===== src/rtl/joyport_arbiter_if.sv =====
// ---------------------------------------------------------------------------
// joyport_arbiter_if
// Bundles the host-side device streams (joysticks, PS/2 mouse) and the
// MSX-side joystick port signals handled by joyport_arbiter.
//   swap          static port preference (0: joy_0->A, joy_1->B)
//   joy_0/joy_1   active-high joystick bits [0]R [1]L [2]D [3]U [4]F1 [5]F2
//   mouse_x/y     signed movement deltas, valid with mouse_strobe
//   mouse_flags   [1:0] mouse buttons, active-high
//   mouse_strobe  one-cycle pulse announcing a new delta
//   stra/strb     pin-8 strobes from the MSX core for ports A and B
//   pa_n/pb_n     port line levels, 1 = released
//   owner_a/b     0 none, 1 joy_0, 2 joy_1, 3 mouse
// ---------------------------------------------------------------------------
interface joyport_arbiter_if;
  logic              swap;
  logic [5:0]        joy_0;
  logic [5:0]        joy_1;
  logic signed [8:0] mouse_x;
  logic signed [8:0] mouse_y;
  logic [7:0]        mouse_flags;
  logic              mouse_strobe;
  logic              stra;
  logic              strb;
  logic [5:0]        pa_n;
  logic [5:0]        pb_n;
  logic [1:0]        owner_a;
  logic [1:0]        owner_b;

  modport slave (
    input  swap, joy_0, joy_1, mouse_x, mouse_y, mouse_flags, mouse_strobe,
    input  stra, strb,
    output pa_n, pb_n, owner_a, owner_b
  );

  modport master (
    output swap, joy_0, joy_1, mouse_x, mouse_y, mouse_flags, mouse_strobe,
    output stra, strb,
    input  pa_n, pb_n, owner_a, owner_b
  );
endinterface


===== src/rtl/joyport_arbiter.sv =====
// ---------------------------------------------------------------------------
// joyport_arbiter
// Decides every cycle which host device (joy_0, joy_1, PS/2 mouse) drives
// each MSX joystick port, and runs the MSX mouse protocol: a strobe-driven
// 4-nibble shifter fed by a saturating delta accumulator, with a timeout
// that returns the sequencer to the first nibble.
// Ports:
//   clk_sys  system clock (only clock)
//   reset    synchronous, active-high
//   bus      joyport_arbiter_if.slave (device inputs, port outputs, owners)
// All outputs are registered.
// ---------------------------------------------------------------------------
module joyport_arbiter #(
  parameter logic [23:0] IDLE_TIMEOUT  = 24'd2_000_000,
  parameter logic [17:0] MOUSE_TIMEOUT = 18'd100000
) (
  input  logic               clk_sys,
  input  logic               reset,
  joyport_arbiter_if.slave   bus
);

  localparam logic [1:0] OWN_NONE  = 2'd0;
  localparam logic [1:0] OWN_J0    = 2'd1;
  localparam logic [1:0] OWN_J1    = 2'd2;
  localparam logic [1:0] OWN_MOUSE = 2'd3;

  localparam logic [1:0] PORT_NONE = 2'd0;
  localparam logic [1:0] PORT_A    = 2'd1;
  localparam logic [1:0] PORT_B    = 2'd2;

  typedef enum logic [1:0] {N0, N1, N2, N3} seq_state_e;

  // Clamp a 10-bit signed value into the signed 8-bit range.
  function automatic logic signed [7:0] sat8(input logic signed [9:0] v);
    if (v > 10'sd127)       return 8'sd127;
    else if (v < -10'sd128) return -8'sd128;
    else                    return v[7:0];
  endfunction

  function automatic logic signed [7:0] sat_add8(input logic signed [7:0] a,
                                                  input logic signed [7:0] b);
    logic signed [9:0] s;
    s = 10'(a) + 10'(b);
    return sat8(s);
  endfunction

  // Line levels of one port for a given owner; a joystick line is pulled low
  // only while its bit is set and the port strobe is low.
  function automatic logic [5:0] port_lines(input logic [1:0] own,
                                            input logic       stb,
                                            input logic [5:0] j0,
                                            input logic [5:0] j1,
                                            input logic [1:0] btn,
                                            input logic [3:0] nib);
    case (own)
      OWN_J0:    return ~(j0 & {6{~stb}});
      OWN_J1:    return ~(j1 & {6{~stb}});
      OWN_MOUSE: return {~btn, nib};
      default:   return 6'h3F;
    endcase
  endfunction

  logic [1:0]        owner_a_q, owner_a_d, owner_b_q, owner_b_d;
  logic [23:0]       idle_a_q, idle_a_d, idle_b_q, idle_b_d;
  logic [5:0]        pa_n_q, pa_n_d, pb_n_q, pb_n_d;
  seq_state_e        state_q, state_d;
  logic signed [7:0] acc_x_q, acc_x_d, acc_y_q, acc_y_d;
  logic signed [7:0] snap_x_q, snap_x_d, snap_y_q, snap_y_d;
  logic [3:0]        nibble_q, nibble_d;
  logic [17:0]       mto_q, mto_d;
  logic              stb_q, stb_d;

  logic [1:0]        pref_a, pref_b;
  logic              act_a, act_b;
  logic              own_act_a, own_act_b;
  logic              displaced_a, displaced_b;
  logic [1:0]        mport_q, mport_d;
  logic              stb_sel, own_change, stb_edge;
  logic signed [9:0] neg_x;
  logic signed [7:0] dx_sat, dy_sat;
  logic              unused_flags;

  assign unused_flags = &{1'b0, bus.mouse_flags[7:2]};

  // X is reported with inverted sign on the MSX side.
  assign neg_x  = -$signed({bus.mouse_x[8], bus.mouse_x});
  assign dx_sat = sat8(neg_x);
  assign dy_sat = sat8($signed({bus.mouse_y[8], bus.mouse_y}));

  assign pref_a = bus.swap ? OWN_J1 : OWN_J0;
  assign pref_b = bus.swap ? OWN_J0 : OWN_J1;
  assign act_a  = bus.swap ? |bus.joy_1 : |bus.joy_0;
  assign act_b  = bus.swap ? |bus.joy_0 : |bus.joy_1;

  // Activity of whoever currently owns each port keeps its idle counter at 0.
  always_comb begin
    own_act_a = 1'b0;
    own_act_b = 1'b0;
    case (owner_a_q)
      OWN_J0:    own_act_a = |bus.joy_0;
      OWN_J1:    own_act_a = |bus.joy_1;
      OWN_MOUSE: own_act_a = bus.mouse_strobe;
      default:   own_act_a = 1'b0;
    endcase
    case (owner_b_q)
      OWN_J0:    own_act_b = |bus.joy_0;
      OWN_J1:    own_act_b = |bus.joy_1;
      OWN_MOUSE: own_act_b = bus.mouse_strobe;
      default:   own_act_b = 1'b0;
    endcase
  end

  // Ownership: idle release first, then joystick claims (which may push the
  // mouse to the other port), then the mouse claim on its strobe.
  always_comb begin
    owner_a_d   = owner_a_q;
    owner_b_d   = owner_b_q;
    displaced_a = 1'b0;
    displaced_b = 1'b0;

    if (owner_a_q != OWN_NONE && idle_a_q >= IDLE_TIMEOUT) owner_a_d = OWN_NONE;
    if (owner_b_q != OWN_NONE && idle_b_q >= IDLE_TIMEOUT) owner_b_d = OWN_NONE;

    if (act_a) begin
      if (owner_a_d == OWN_MOUSE) displaced_a = 1'b1;
      owner_a_d = pref_a;
    end
    if (act_b) begin
      if (owner_b_d == OWN_MOUSE) displaced_b = 1'b1;
      owner_b_d = pref_b;
    end
    if (displaced_a && owner_b_d == OWN_NONE) owner_b_d = OWN_MOUSE;
    if (displaced_b && owner_a_d == OWN_NONE) owner_a_d = OWN_MOUSE;

    if (bus.mouse_strobe) begin
      if (owner_a_d == OWN_NONE || owner_a_d == OWN_MOUSE) begin
        owner_a_d = OWN_MOUSE;
        // The mouse never holds both ports.
        if (owner_b_d == OWN_MOUSE) owner_b_d = OWN_NONE;
      end else if (owner_b_d == OWN_NONE || owner_b_d == OWN_MOUSE) begin
        owner_b_d = OWN_MOUSE;
      end
    end
  end

  always_comb begin
    idle_a_d = idle_a_q;
    idle_b_d = idle_b_q;
    if (owner_a_d != owner_a_q || own_act_a || owner_a_q == OWN_NONE) idle_a_d = '0;
    else if (idle_a_q < IDLE_TIMEOUT)                                  idle_a_d = idle_a_q + 24'd1;
    if (owner_b_d != owner_b_q || own_act_b || owner_b_q == OWN_NONE) idle_b_d = '0;
    else if (idle_b_q < IDLE_TIMEOUT)                                  idle_b_d = idle_b_q + 24'd1;
  end

  // Mouse port tracking. The strobe register follows the port the mouse will
  // own next cycle, so a port change never looks like a strobe edge.
  assign mport_q    = (owner_a_q == OWN_MOUSE) ? PORT_A :
                      (owner_b_q == OWN_MOUSE) ? PORT_B : PORT_NONE;
  assign mport_d    = (owner_a_d == OWN_MOUSE) ? PORT_A :
                      (owner_b_d == OWN_MOUSE) ? PORT_B : PORT_NONE;
  assign stb_sel    = (mport_q == PORT_B) ? bus.strb : bus.stra;
  assign stb_d      = (mport_d == PORT_B) ? bus.strb : bus.stra;
  assign own_change = (mport_d != mport_q);
  assign stb_edge   = (mport_q != PORT_NONE) && !own_change && (stb_sel != stb_q);

  always_comb begin
    state_d  = state_q;
    nibble_d = nibble_q;
    snap_x_d = snap_x_q;
    snap_y_d = snap_y_q;
    acc_x_d  = acc_x_q;
    acc_y_d  = acc_y_q;
    mto_d    = mto_q;

    if (bus.mouse_strobe) begin
      acc_x_d = sat_add8(acc_x_q, dx_sat);
      acc_y_d = sat_add8(acc_y_q, dy_sat);
    end

    if (own_change) begin
      state_d = N0;
      mto_d   = '0;
    end else if (stb_edge) begin
      mto_d = MOUSE_TIMEOUT;
      case (state_q)
        N0: begin
          // Snapshot takes the old totals; a coincident delta starts the next read.
          nibble_d = acc_x_q[7:4];
          snap_x_d = acc_x_q;
          snap_y_d = acc_y_q;
          acc_x_d  = bus.mouse_strobe ? dx_sat : 8'sd0;
          acc_y_d  = bus.mouse_strobe ? dy_sat : 8'sd0;
          state_d  = N1;
        end
        N1: begin
          nibble_d = snap_x_q[3:0];
          state_d  = N2;
        end
        N2: begin
          nibble_d = snap_y_q[7:4];
          state_d  = N3;
        end
        default: begin
          nibble_d = snap_y_q[3:0];
          state_d  = N0;
        end
      endcase
    end else if (mto_q == 18'd1) begin
      state_d = N0;
      mto_d   = '0;
    end else if (mto_q != '0) begin
      mto_d = mto_q - 18'd1;
    end
  end

  assign pa_n_d = port_lines(owner_a_q, bus.stra, bus.joy_0, bus.joy_1,
                             bus.mouse_flags[1:0], nibble_q);
  assign pb_n_d = port_lines(owner_b_q, bus.strb, bus.joy_0, bus.joy_1,
                             bus.mouse_flags[1:0], nibble_q);

  always_ff @(posedge clk_sys) begin
    if (reset) begin
      owner_a_q <= OWN_NONE;
      owner_b_q <= OWN_NONE;
      idle_a_q  <= '0;
      idle_b_q  <= '0;
      pa_n_q    <= 6'h3F;
      pb_n_q    <= 6'h3F;
      state_q   <= N0;
      acc_x_q   <= '0;
      acc_y_q   <= '0;
      snap_x_q  <= '0;
      snap_y_q  <= '0;
      nibble_q  <= '0;
      mto_q     <= '0;
      stb_q     <= 1'b0;
    end else begin
      owner_a_q <= owner_a_d;
      owner_b_q <= owner_b_d;
      idle_a_q  <= idle_a_d;
      idle_b_q  <= idle_b_d;
      pa_n_q    <= pa_n_d;
      pb_n_q    <= pb_n_d;
      state_q   <= state_d;
      acc_x_q   <= acc_x_d;
      acc_y_q   <= acc_y_d;
      snap_x_q  <= snap_x_d;
      snap_y_q  <= snap_y_d;
      nibble_q  <= nibble_d;
      mto_q     <= mto_d;
      stb_q     <= stb_d;
    end
  end

  assign bus.pa_n    = pa_n_q;
  assign bus.pb_n    = pb_n_q;
  assign bus.owner_a = owner_a_q;
  assign bus.owner_b = owner_b_q;

endmodule


===== src/flat_wrapper.sv =====
// flat-port wrapper written by rule: the top's interface ports become plain ports
module joyport_arbiter_flat 
#(
  parameter logic [23:0] IDLE_TIMEOUT  = 24'd2_000_000,
  parameter logic [17:0] MOUSE_TIMEOUT = 18'd100000
)
  (clk_sys, reset, bus_swap, bus_joy_0, bus_joy_1, bus_mouse_x, bus_mouse_y, bus_mouse_flags, bus_mouse_strobe, bus_stra, bus_strb, bus_pa_n, bus_pb_n, bus_owner_a, bus_owner_b);
  joyport_arbiter_if bus_i ();
  input  logic clk_sys;
  input  logic reset;
  input wire logic [$bits(bus_i.swap)-1:0] bus_swap;
  input wire logic [$bits(bus_i.joy_0)-1:0] bus_joy_0;
  input wire logic [$bits(bus_i.joy_1)-1:0] bus_joy_1;
  input wire logic [$bits(bus_i.mouse_x)-1:0] bus_mouse_x;
  input wire logic [$bits(bus_i.mouse_y)-1:0] bus_mouse_y;
  input wire logic [$bits(bus_i.mouse_flags)-1:0] bus_mouse_flags;
  input wire logic [$bits(bus_i.mouse_strobe)-1:0] bus_mouse_strobe;
  input wire logic [$bits(bus_i.stra)-1:0] bus_stra;
  input wire logic [$bits(bus_i.strb)-1:0] bus_strb;
  output wire logic [$bits(bus_i.pa_n)-1:0] bus_pa_n;
  output wire logic [$bits(bus_i.pb_n)-1:0] bus_pb_n;
  output wire logic [$bits(bus_i.owner_a)-1:0] bus_owner_a;
  output wire logic [$bits(bus_i.owner_b)-1:0] bus_owner_b;
  assign bus_i.swap = bus_swap;
  assign bus_i.joy_0 = bus_joy_0;
  assign bus_i.joy_1 = bus_joy_1;
  assign bus_i.mouse_x = bus_mouse_x;
  assign bus_i.mouse_y = bus_mouse_y;
  assign bus_i.mouse_flags = bus_mouse_flags;
  assign bus_i.mouse_strobe = bus_mouse_strobe;
  assign bus_i.stra = bus_stra;
  assign bus_i.strb = bus_strb;
  assign bus_pa_n = bus_i.pa_n;
  assign bus_pb_n = bus_i.pb_n;
  assign bus_owner_a = bus_i.owner_a;
  assign bus_owner_b = bus_i.owner_b;
  joyport_arbiter #(.IDLE_TIMEOUT(IDLE_TIMEOUT), .MOUSE_TIMEOUT(MOUSE_TIMEOUT)) u_core (.clk_sys(clk_sys), .reset(reset), .bus(bus_i));
endmodule

===== config.mk =====
export PLATFORM = sky130hd
export DESIGN_NAME = joyport_arbiter_flat
export DESIGN_NICKNAME = d
export VERILOG_FILES = /design/src/rtl/joyport_arbiter_if.sv /design/src/rtl/joyport_arbiter.sv /design/src/flat_wrapper.sv
export SDC_FILE = /design/constraint.sdc
export NUM_CORES = 1
export LEC_CHECK = 0
export ABC_AREA = 0
export BUFFER_PORTS_ARGS = -buffer_cell sky130_fd_sc_hd__buf_2
export CAP_MARGIN = 30
export CORE_UTILIZATION = 61
export DETAILED_ROUTE_END_ITERATION = 8
export PLACE_DENSITY = 0.81
export SLEW_MARGIN = 20
export SYNTH_ARGS = -nofsm -noshare
export SYNTH_HDL_FRONTEND = slang
export SYNTH_SLANG_ARGS = --single-unit
export TNS_END_PERCENT = 20

===== constraint.sdc =====
create_clock -name clk_sys -period 3.9 [get_ports clk_sys]
set_input_delay 0.195 -clock clk_sys [delete_from_list [all_inputs] [get_ports clk_sys]]
set_output_delay 0.195 -clock clk_sys [all_outputs]
set_load 0.01 [all_outputs]

==> reports/metrics.cfg <==
[logic_synthesis]
syn_area_mm2=0.007355
synth_edf_count=0
ys_seq_area_share_pct=31.85
yosysUniqueCellTypes=88
yosys_warnings=0
synth_nets=952
ys_async_sr_fraction_pct=0
ys.flop_type=dfxtp_1
ys_seq_elements=117
syn_area_per_cell_um2=8.396
syn_inst=876

[setup_path]
critPathMostFrequentCell=nand2_1
max_stage_delay_ns=0.55
startpoint_type=register
cp_slowest_cell=or4_4
reg2regPathDepth=15
worstSetupPathType=register to register
crit_fanout=13
cp_data_arrival_time_ns=4.14
endpoint_kind=register
reg2reg_slack_ns=0.06
crit_required_ns=4.19
crit_family=simple AND/OR/NAND/NOR gates
reg2reg_from=u_core.idle_b_q[12]$_SDFFE_PP0P_
worstPathCellList=or4_4, nor3_4, o21ai_2, nor3b_1, o22ai_1, nand2_1, inv_1, ha_1, nand2_1, o211ai_1, o21ai_0, nor4b_2, a31oi_4, buf_6, nor4_1
critPathBufInv=2
rr_endpoint=u_core.idle_b_q[11]$_SDFFE_PP0P_

[sta]
whs_ns=0.1063
finalCritPeriodShare_pct=98.54
finalMaxSlewViolations=0
finalSetupViolCount=0
skew_ns=0.008171
hold_violations=0
period_needed_ns=3.843
worstMarginPinSlew_ns=0.8787
relSlewSlack_pct=41.20
fmax_mhz=260.2

[place]
hpwlAfterDp_um=12740
port_buffers=53
dpl-instance-area_mm2=0.007727
place_congestion=0.9319

[global_route]
overflow=0
grtUsageTotal_pct=30.34
antenna_found_initial=0
first_global_vias=6606
grt_first_pass_wirelength_um=31070
grt_start_max_net_pins=46

[drt]
post_drt_wl_per_cell_um=17.05
drt-pass1-iter-count=9
ant_nets=0
avgViaCountPerCell=6.381
drt-total-wl_um=18500
drcViolationCount=5
vias=6923
drtIter0Drc=697

[hold_path]
hold_path.class=input pin to register
hold_path_end=u_core.bus.pa_n[1]$_SDFF_PP1_
holdCritStartpoint=bus_joy_0[1]
hold_path_depth=3

[clocking]
cts_tree=done
cts_buffers=17
clk_pin_slew_ns=0.06
cts_sinks=117
cts-root-buf=clkbuf_16
cts_buffer_depth=2
insertion_delay_ns=0.42
h-tree-depth=4

[run_status]
status=complete, but fails checks
violations=DRC

[floorplan]
core_mm2=0.01156
die-height_um=111.8
ioPinCount=60
dieArea_mm2=0.01250
die_x_um=111.8
rows=39
start_util_pct=63.59

[pwr]
power_leakage_nw=2.965
ir_drop_v=0.0004459
power_density_mw_per_mm2=554.9

[final_layout]
final_cell_area_mm2=0.008399
antenna_cells=0
final_layout_size_suffix_gt1_share_pct=18.58
fill_cells=848
fin_nets=1005
area_delta_synth_final_pct=14.21
fin_util_pct=72.63

[flow_run]
drv_cap=0

## cells in the final DEF (no fill, tap or decap), drive strengths merged, types with 31 or more instances in the layout
master  synthesis  layout
dfxtp         117     117
buf            20      82
nand2          74      74
o21ai          67      67
nor2           65      65
nor3           56      56
nand3          39      39
inv            37      37
xnor2          35      35
a21oi          35      35
nor4           31      31
## per-stage QoR
stage	setup TNS (ns)	std cells	total power [W]	setup slack, ns
3_5_place_dp	-0.7336	1048	0.003109	-0.1443
2_1_floorplan	0	876	0.002756	0.4552
4_1_cts	0	1080	0.004635	0.006488
5_1_grt	-0.7023	1085	0.004936	-0.1405
3_3_place_gp	0	1046	0.003022	0.1075
6_report	0	1085	0.004661	0.05700
## synthesized netlist by cell type (7+ instances only)
cell type    n  area share (%)
inv_1       36             1.8
a31oi_1     12             1.0
nand2b_1     7            0.60
a221o_1     10             1.4
ha_1        30             5.1
clkbuf_1    26             1.3
nor4_1      28             2.4
buf_2        9            0.61
nor3_1      33             2.2
dfxtp_1    117              32
o221ai_1     8            0.95
o211ai_1    13             1.3
nand4_1     14             1.2
nor2b_1     15             1.3
or3_1        8            0.68
o21a_1       7            0.71
xnor2_1     34             4.0
nand3_1     39             2.7
nand2_1     72             3.7
nor3b_1     12             1.2
nor2_1      65             3.3
o21ai_0     60             4.1
nor3_2      21             2.9
a211oi_1     8            0.82
a21oi_1     34             2.3
a21o_1       8            0.82
xor2_1      30             3.6
## worst min-delay path, delay by kind of cell
kind | cells | cell delay, ns
compound gates | 1 | 0.12
simple gates | 1 | 0.05
buf+inv | 1 | 0.12
## repair_timing
action	in CTS	in global routing
setup buffers	0	5
endpoints found under the setup margin	1	41
pin swaps	0	1
endpoints found under the hold margin	0	0
hold buffers	0	0
gates resized for setup	2	8
## where the power goes
| group | switching (W) | internal (W) |
|---|---|---|
| logic | 0.00101 | 0.000693 |
| registers | 0.000116 | 0.00131 |
| clock network | 0.000559 | 0.000966 |
| total | 0.00169 | 0.00297 |
## worst max path at each step
stage,slack (ns),endpoint,startpoint,cells after the start
after CTS,0.006,u_core.idle_b_q[11]$_SDFFE_PP0P_,u_core.idle_b_q[12]$_SDFFE_PP0P_,13
after detailed placement,-0.14,u_core.acc_x_q[3]$_SDFF_PP0_,bus_mouse_x[0],19
after floorplan,0.46,u_core.acc_x_q[5]$_SDFF_PP0_,bus_mouse_x[0],18
after global placement,0.11,u_core.idle_b_q[17]$_SDFFE_PP0P_,u_core.idle_b_q[12]$_SDFFE_PP0P_,12
final,0.06,u_core.idle_b_q[11]$_SDFFE_PP0P_,u_core.idle_b_q[12]$_SDFFE_PP0P_,15
after global routing,-0.14,u_core.idle_b_q[11]$_SDFFE_PP0P_,u_core.idle_b_q[12]$_SDFFE_PP0P_,15
## layer usage
| metal | vias up | routed length, um | GRT usage (%) |
|---|---|---|---|
| li1 | 3332 | - | - |
| met1 | 3308 | 8105 | 39.40 |
| met2 | 254 | 8985 | 50.06 |
| met3 | 29 | 1148 | 5.988 |
| met4 | 0 | 257 | 10.81 |
| met5 | - | 0 | 0 |
## flip-flops by register name, summed over array words and instances, names as in the netlist
register and count:
u_core.idle_a_q 24, u_core.idle_b_q 24, u_core.mto_q 18, u_core.acc_x_q 8, u_core.acc_y_q 8, u_core.snap_y_q 8, u_core.bus.pa_n 6, u_core.bus.pb_n 6
u_core.nibble_q 4, u_core.snap_x_q 4, u_core.bus.owner_a 2, u_core.bus.owner_b 2, u_core.state_q 2, u_core.stb_q 1
## cells by family (layout without fill, tap and decap cells)
logic type	Yosys count	after routing	synth area share (%)
buffers and inverters	85	151	5.665
xor gates and xnor gates	65	65	7.843
muxes	4	4	0.5614
DFF	117	117	31.85
adders and majority gates	37	37	6.329
and+or+nand+nor	350	350	26.54
AOI/OAI and AO/OA	218	218	21.21
## layout make-up
cell class	instances	area, um2	area share (%)
Tap cell	143	178.9	2.130
Clock buffer	19	452.9	5.393
Multi-Input combinational cell	674	4651	55.37
Sequential cell	117	2342	27.89
Inverter	37	138.9	1.654
Clock inverter	13	132.6	1.579
Timing Repair Buffer	82	503.0	5.988
Power figures use the tool's default switching activity.
